## src/rtl/window_pkg.sv

```systemverilog
// Shared widths and window layout for the 5x5 neighbourhood generator.
// Latency: none, because this package holds only types, constants and a helper function.
// Backpressure: not applicable.
package window_pkg;

    localparam int PIX_W   = 8;
    localparam int WIN_DIM = 5;
    localparam int WIN_W   = PIX_W * WIN_DIM * WIN_DIM;

    // Index [r][c] lands at bit 40r+8c: row 0 is the top line, column 0 the oldest pixel.
    typedef logic [WIN_DIM-1:0][WIN_DIM-1:0][PIX_W-1:0] win_t;
    typedef logic [WIN_DIM-1:0][PIX_W-1:0]              win_col_t;

    function automatic int win_bit_offset(input int r, input int c);
        return PIX_W * (WIN_DIM * r + c);
    endfunction

endpackage

```

## src/rtl/window_5x5_generator_line_buffer.sv

```systemverilog
// One image line of pixel storage, addressed by column.
// Latency: the read is combinational and the write takes effect at the next rising edge.
// Backpressure: none; the owner gates we.
module line_buffer
    import window_pkg::*;
#(
    parameter  int DEPTH = 64,
    localparam int AW    = $clog2(DEPTH)
) (
    input  logic             clk,
    input  logic             we,
    input  logic [AW-1:0]    addr,
    input  logic [PIX_W-1:0] wdata,
    output logic [PIX_W-1:0] rdata
);

    logic [PIX_W-1:0] mem [DEPTH];

    always_ff @(posedge clk) begin
        if (we) begin
            mem[addr] <= wdata;
        end
    end

    assign rdata = mem[addr];

endmodule

```

## src/rtl/window_5x5_generator.sv

```systemverilog
// Streams raster pixels in and emits one 5x5 window per interior pixel; SOF_SYNC_EN adds in_sof resync.
// Latency: win_valid rises 1 cycle after the qualifying pixel is accepted.
// Backpressure: in_ready = !win_valid || win_ready, and the window holds while it is stalled.
module window_5x5_generator
    import window_pkg::*;
#(
    parameter int IMG_WIDTH  = 64,
    parameter int IMG_HEIGHT = 64
) (
    input  logic             clk,
    input  logic             rst,
    input  logic             in_valid,
    output logic             in_ready,
    input  logic [PIX_W-1:0] in_data,
    output logic             win_valid,
    input  logic             win_ready,
    output logic [WIN_W-1:0] win_data,
    output logic             win_last
`ifdef SOF_SYNC_EN
    ,
    input  logic             in_sof
`endif
);

    localparam int CW = $clog2(IMG_WIDTH);
    localparam int RW = $clog2(IMG_HEIGHT);
    localparam logic [CW-1:0] COL_LAST  = CW'(IMG_WIDTH - 1);
    localparam logic [RW-1:0] ROW_LAST  = RW'(IMG_HEIGHT - 1);
    localparam logic [CW-1:0] COL_FIRST = CW'(WIN_DIM - 1);
    localparam logic [RW-1:0] ROW_FIRST = RW'(WIN_DIM - 1);
    localparam int NUM_LB = WIN_DIM - 1;

    logic [CW-1:0]    col, cur_col;
    logic [RW-1:0]    row, cur_row;
    logic             sof, accept, qualify, frame_end;
    logic [PIX_W-1:0] lb_rd [NUM_LB];
    win_col_t         new_col;
    win_t             win;

`ifdef SOF_SYNC_EN
    assign sof = in_sof;
`else
    assign sof = 1'b0;
`endif

    assign in_ready = !win_valid || win_ready;
    assign accept   = in_valid && in_ready;

    // A start-of-frame pixel is treated as (0,0) regardless of where the counters are.
    assign cur_col   = sof ? '0 : col;
    assign cur_row   = sof ? '0 : row;
    assign qualify   = (cur_row >= ROW_FIRST) && (cur_col >= COL_FIRST);
    assign frame_end = (cur_row == ROW_LAST) && (cur_col == COL_LAST);

    always_comb begin
        new_col = '0;
        for (int k = 0; k < NUM_LB; k++) begin
            new_col[k] = lb_rd[k];
        end
        new_col[WIN_DIM-1] = in_data;
    end

    // Each buffer takes the line below it, so the stack moves up one line per column visit.
    for (genvar i = 0; i < NUM_LB; i++) begin : g_lb
        line_buffer #(.DEPTH(IMG_WIDTH)) u_lb (
            .clk   (clk),
            .we    (accept),
            .addr  (cur_col),
            .wdata (new_col[i+1]),
            .rdata (lb_rd[i])
        );
    end

    always_ff @(posedge clk or posedge rst) begin
        if (rst) begin
            col <= '0;
            row <= '0;
        end else if (accept) begin
            if (cur_col == COL_LAST) begin
                col <= '0;
                row <= (cur_row == ROW_LAST) ? '0 : cur_row + 1'b1;
            end else begin
                col <= cur_col + 1'b1;
                row <= cur_row;
            end
        end
    end

    // Accepting a pixel implies the current window is consumed or absent, so shifting is safe.
    always_ff @(posedge clk or posedge rst) begin
        if (rst) begin
            win       <= '0;
            win_valid <= 1'b0;
            win_last  <= 1'b0;
        end else if (accept) begin
            for (int r = 0; r < WIN_DIM; r++) begin
                win[r] <= {new_col[r], win[r][WIN_DIM-1:1]};
            end
            win_valid <= qualify;
            win_last  <= qualify && frame_end;
        end else if (win_ready) begin
            win_valid <= 1'b0;
            win_last  <= 1'b0;
        end
    end

    assign win_data = win;

endmodule

```

## config.mk

```make
export PLATFORM = sky130hd
export DESIGN_NAME = window_5x5_generator
export DESIGN_NICKNAME = d
export VERILOG_FILES = /design/src/rtl/window_pkg.sv /design/src/rtl/window_5x5_generator_line_buffer.sv /design/src/rtl/window_5x5_generator.sv
export SDC_FILE = /design/constraint.sdc
export NUM_CORES = 2
export LEC_CHECK = 0
export ABC_AREA = 1
export BUFFER_PORTS_ARGS = -buffer_cell sky130_fd_sc_hd__buf_2
export CORE_ASPECT_RATIO = 1.1
export CORE_UTILIZATION = 57
export DETAILED_ROUTE_END_ITERATION = 8
export GPL_TIMING_DRIVEN = 1
export PLACE_DENSITY = 0.76
export SYNTH_ARGS = -nofsm -noshare
export SYNTH_HDL_FRONTEND = slang
export SYNTH_HIERARCHICAL = 1
export SYNTH_SLANG_ARGS = --single-unit
```

## constraint.sdc

```tcl
create_clock -name clk -period 6.3 [get_ports clk]
set_input_delay 0.315 -clock clk [delete_from_list [all_inputs] [get_ports clk]]
set_output_delay 0.315 -clock clk [all_outputs]
set_load 0.03 [all_outputs]
```

* After elaboration in Yosys (flattened, before gate mapping)
Memories as Yosys holds them, arrays and structs flattened. A register that Yosys moved wholly into a read port is not among the register bits.
Index checks and enable logic that the tools add are counted.
** Cells by class
- Add/sub/neg operators :: 2
- $lt $le $gt $ge :: 2
- Eq/ne operators :: 2
- Mux-type cells :: 7
- Reductions and logical operators :: 8
** Operator list (count)
- $add A6 B1 Y6 const B :: 2
- $eq A6 B6 Y1 const B :: 2
- $ge A6 B3 Y1 const B :: 2
- $mux W6 :: 2
- $mux W1 :: 5
- $logic_and A1 B1 Y1 :: 4
- $reduce_and A2 Y1 :: 1
- $reduce_bool A2 Y1 :: 1
- $logic_not A1 Y1 :: 1
- $logic_or A1 B1 Y1 :: 1
** Storage, ports and cells
- Bits in registers :: 206
- RAM bits :: 2048
- Input port bits :: 12
- Memories :: 4
** Memories
- g_lb[0].u_lb.mem :: depth 64, width 8, read ports 1, clocked after Yosys merged registers in 1, wr ports 1, line window_5x5_generator_line_buffer.sv:17 : logic [PIX_W-1:0] mem [DEPTH];
- g_lb[1].u_lb.mem :: depth 64, width 8, read ports 1, clocked after Yosys merged registers in 0, wr ports 1, line window_5x5_generator_line_buffer.sv:17
- g_lb[2].u_lb.mem :: depth 64, width 8, read ports 1, clocked after Yosys merged registers in 0, wr ports 1, line window_5x5_generator_line_buffer.sv:17
- g_lb[3].u_lb.mem :: depth 64, width 8, read ports 1, clocked after Yosys merged registers in 0, wr ports 1, line window_5x5_generator_line_buffer.sv:17

* Logic depth before layout (Yosys ltp)
- Depth in word-level cells :: 5
- Depth in mapped cells :: 15
- Gate-level depth less buffers :: 13

* Hierarchy
The synthesis kept the hierarchy.
** Modules (own cells, without submodules)
- line_buffer :: times used 4, cells an instance 2159, area an instance 21884.7 um^2, sequential area each 15374.7 um^2
- window_5x5_generator :: times used 1, cells an instance 870, area an instance 8196.6 um^2, sequential area each 5355.1 um^2

* Worst setup path before layout
OpenSTA, ideal clock, no wires.
- Kind :: register -> register
- From :: register win_valid
- To :: memory g_lb[0].u_lb.mem[40][0], enable pin
- Setup time :: 0.395 ns
- Arrival time :: 2.320 ns
- Data required time :: 5.905 ns
- Slack :: 3.586 ns
- Cell stages (with the launch flop) :: 7
- Clock period less this slack :: 2.714 ns
- Cells stage by stage :: dfrtp_1 a21boi_2 buf_2 buf_2 clkbuf_1 inv_1 nor4_1
** Between the ends
- Cells in the longest elaborated chain, start to end :: 5
** Ends and longest elaborated chain
- start, declared :: line window_5x5_generator.sv:15 : output logic win_valid,
- start signal, assigned :: line window_5x5_generator.sv:99 : win_valid <= qualify;
- $logic_not A1 Y1 :: line window_5x5_generator.sv:46 : assign in_ready = !win_valid || win_ready;
- $logic_or A1 B1 Y1 :: line window_5x5_generator.sv:46
- $logic_and A1 B1 Y1 :: line window_5x5_generator.sv:47 : assign accept = in_valid && in_ready;
- net accept :: line window_5x5_generator.sv:35 : logic sof, accept, qualify, frame_end;
- $mux W1 :: line window_5x5_generator_line_buffer.sv:20 : if (we) begin
- $mux W1 (not written as such) :: line window_5x5_generator_line_buffer.sv:21 : mem[addr] <= wdata;
- end, declared :: line window_5x5_generator_line_buffer.sv:17
The timed path passes the listed nets, and every way through them passes these cells.

==> impl_results.md <==
- Status: finished, final reports clean
- Cell-internal power: 31.0 mW
- Vias: 66400
- Drt pass-1 iters: 6
- Die height: 432 um
- Clk slew on worst S/H paths: 0.06 ns
- P_leak: 44.8 nW
- Fillcell total: 12800
- Clock Tree Buf Depth: 3
- Num CTS Buffers: 212
- Starting density of the core: 0.575
- Total GRT Usage: 0.280
- Fin crit share: 0.726
- Storage cell area: 66900 um^2
- Async set-reset flop share out of synthesis: 0.0946
- Synth area leaders: edfxtp_1, nand2_1, dfrtp_1
- Min Tclk post-route: 4.58 ns
- Crit path required time: 7.07 ns
- Postcts setup bufs: 0
- Core region area: 167000 um^2
- Die width: 393 um
- Syn nets: 9522
- Post-CTS Resized: 0
- Largest net degree at the start of global routing: 211
- Critical path class: reg2reg
- Vias per cell: 5.54
- Ports: 215
- Slew margin rel.: 0.0634
- Syn Inst Count: 9506
- Final WL: 238000 um
- R2r setup slk: 1.72 ns
- Post-synth EDFFs: 2048
- Placed inst area: 98000 um^2
- R2R Path Start: col[0]
- Cts-stage hold buffer count: 3
- Fmax: 219 MHz
- Placed Cells incl. Taps: 11600
- Sequential Power Share: 0.438
- Worst Path Max Fanout: 189
- Worst setup SP type: register
- Unrepaired setup endpoints after global routing: no
- Hold Path Class: in2async
- Num rows: 157
- Global-route wire length before repair: 366000 um
- Antenna violations before repair: 3
- Layout cells sized above 1: 0.0742
- Multi-input logic area: 25600 um^2
- Post-route design area: 105000 um^2
- Clock power share: 0.256
- Hold Fails Final Rpt: 0
- Worst skew pair latency: 0.87 ns
- Mapped Area: 95700 um^2
- Die area: 170000 um^2
- Clock Skew: 0.0681 ns
- Final WS setup: 1.72 ns
- Top post-synthesis cells by count: nand2_1, edfxtp_1, nor2_1
- Synthesis-to-finish area growth: 9.64%
- Fin nets: 9596
- CTS tree: yes
- Post-synth top area share: 0.642
- Setup_tns: 0 ns
- Worst reg2reg path depth: 14
- Final GP Congestion: 0.916
- Sequential area share after synthesis: 0.698
- MaxCap Viol Count: 0
- Mean Syn Cell Area: 10.1 um^2
- # H-tree levels: 4
- Arr. time, crit path: 5.35 ns
- # clock sinks: 2262
- Pre-CTS setup slack: 1.87 ns
- Antenna Nets Post-Route: 0
- Dpl hpwl: 139000 um
- Detailed Route Iter0 Violations: 7659
- PortBufs: 214
- Combinational share of power: 0.306
- DRC Markers: 0
- Slew Viols, Final: 0
- Synthesized flop and latch total: 2262
- VDD IR max: 503 uV
- Cell Count, Final, Fillers Out: 12000
- CP Capture Type: register
- Most numerous cell in the Yosys netlist: nand2_1
- Warnings from Yosys: 6
- Switch share: 0.372
- Vias in the first global route: 64000
- Total grt overflow: 0
- Sw Pwr: 18.4 mW
- RR Endpoint: win_data[78]
- Root Buffer Master: clkbuf_16
- Pwr Total: 49.3 mW
- Cell taking the most area after synthesis: edfxtp_1
- Cell variety after synth: 29
- Power Density: 470 nW/um^2
- Setup violations, final: 0
- DR WL/cell: 19.9 um
- Top FF cell, synth: edfxtp_1
- Slew @ Worst Pin: 1.40 ns
==> through the flow <==
step	hold slack, ns	util
after floorplan	0.414	-
after global placement	0.385	0.588
after detailed placement	0.392	0.588
after CTS	0.0180	0.630
after global routing	0.0814	0.630
final	0.0182	0.630
==> final cells by class <==
| class | instances | share of cell area |
|---|---|---|
| clock buffer | 291 | 0.0569 |
| clock inverter | 104 | 0.00885 |
| timing repair buffer | 311 | 0.0190 |
| antenna | 1 | 0.0000238 |
| multi-input combinational | 6576 | 0.244 |
| tap | 2226 | 0.0265 |
| sequential | 2262 | 0.637 |
| inverter | 217 | 0.00807 |
==> power groups by stage <==
stage / Clock (mW) / Combinational, mW / Sequential, mW
after floorplan: 0 / 8.07 / 22.6
after global placement: 0 / 14.4 / 21.9
after detailed placement: 0 / 14.8 / 21.9
after CTS: 12.8 / 14.8 / 21.6
after global routing: 13.3 / 16.2 / 21.7
final: 12.6 / 15.1 / 21.6
==> how the worst max path moves through the flow <==
stage,startpoint,to,slack (ns),cells after the start
6_report,col[0],win_data[78],1.72,14
5_1_grt,col[0],win_data[76],1.42,15
4_1_cts,col[0],win_data[76],1.86,15
3_5_place_dp,col[1],g_lb[0].u_lb/mem[56][0],1.87,11
3_3_place_gp,col[1],g_lb[0].u_lb/mem[56][0],1.95,11
2_1_floorplan,rst,col[0],0.13,1
==> placed cells by master (no fill, tap or decap), types with 4 or more instances in the layout <==
cell and n:
clkinvlp_4 5, or2_2 12, clkbuf_1 46, clkinv_4 4
nor4_1 8, clkinv_2 36, or2_1 12, inv_2 9
nor2_2 8, buf_2 214, o21ai_1 29, nand2_1 5813
clkbuf_8 26, inv_6 10, inv_1 195, dfrtp_1 210
nor3_2 33, bufinv_16 11, nand4_1 10, buf_4 79
o21ai_0 170, clkinv_8 5, clkinv_1 40, clkbuf_16 217
edfxtp_1 2048, o211ai_1 20, ha_1 4, buf_12 15
nor2_1 362, nand2_2 26, nand3_1 63
==> routing by layer <==
metal,global-route usage,up-vias,share of wire
li1,-,30800,-
met4,0.121,0,0.041
met1,0.377,31600,0.38
met5,0,-,0
met2,0.454,3530,0.48
met3,0.0445,558,0.096
==> sequential cells by signal, indices dropped and copies added, names as in the netlist <==
register	cells
g_lb.u_lb/mem	2048
win_last	1
win_data	200
win_valid	1
cur_row	6
col	6
==> worst max-delay path: stages (launching register included) <==
cell	delay, ns
dfrtp_4	0.82
buf_4	0.60
buf_12	0.58
nand2_1	0.13
nand2_1	0.13
nand2_1	0.07
nand2_1	0.10
nand2_1	0.05
nand2_1	0.09
nand2_1	0.05
nand2_1	0.09
nor2_1	0.08
nand2_2	0.98
nand2_1	0.20
o21ai_0	0.13
==> logic make-up after synthesis <==
| kind of cell | Yosys count | share of synthesized area |
|---|---|---|
| AO/OA/AOI/OAI | 221 | 0.0121 |
| XOR/XNOR | 1 | 0.0000915 |
| adder cells (fa/ha/maj) | 4 | 0.000523 |
| buffers and inverters | 668 | 0.0355 |
| flip-flops | 2262 | 0.698 |
| AND/OR/NAND/NOR | 6350 | 0.253 |
No activity file was read; power rests on OpenSTA's default activity.
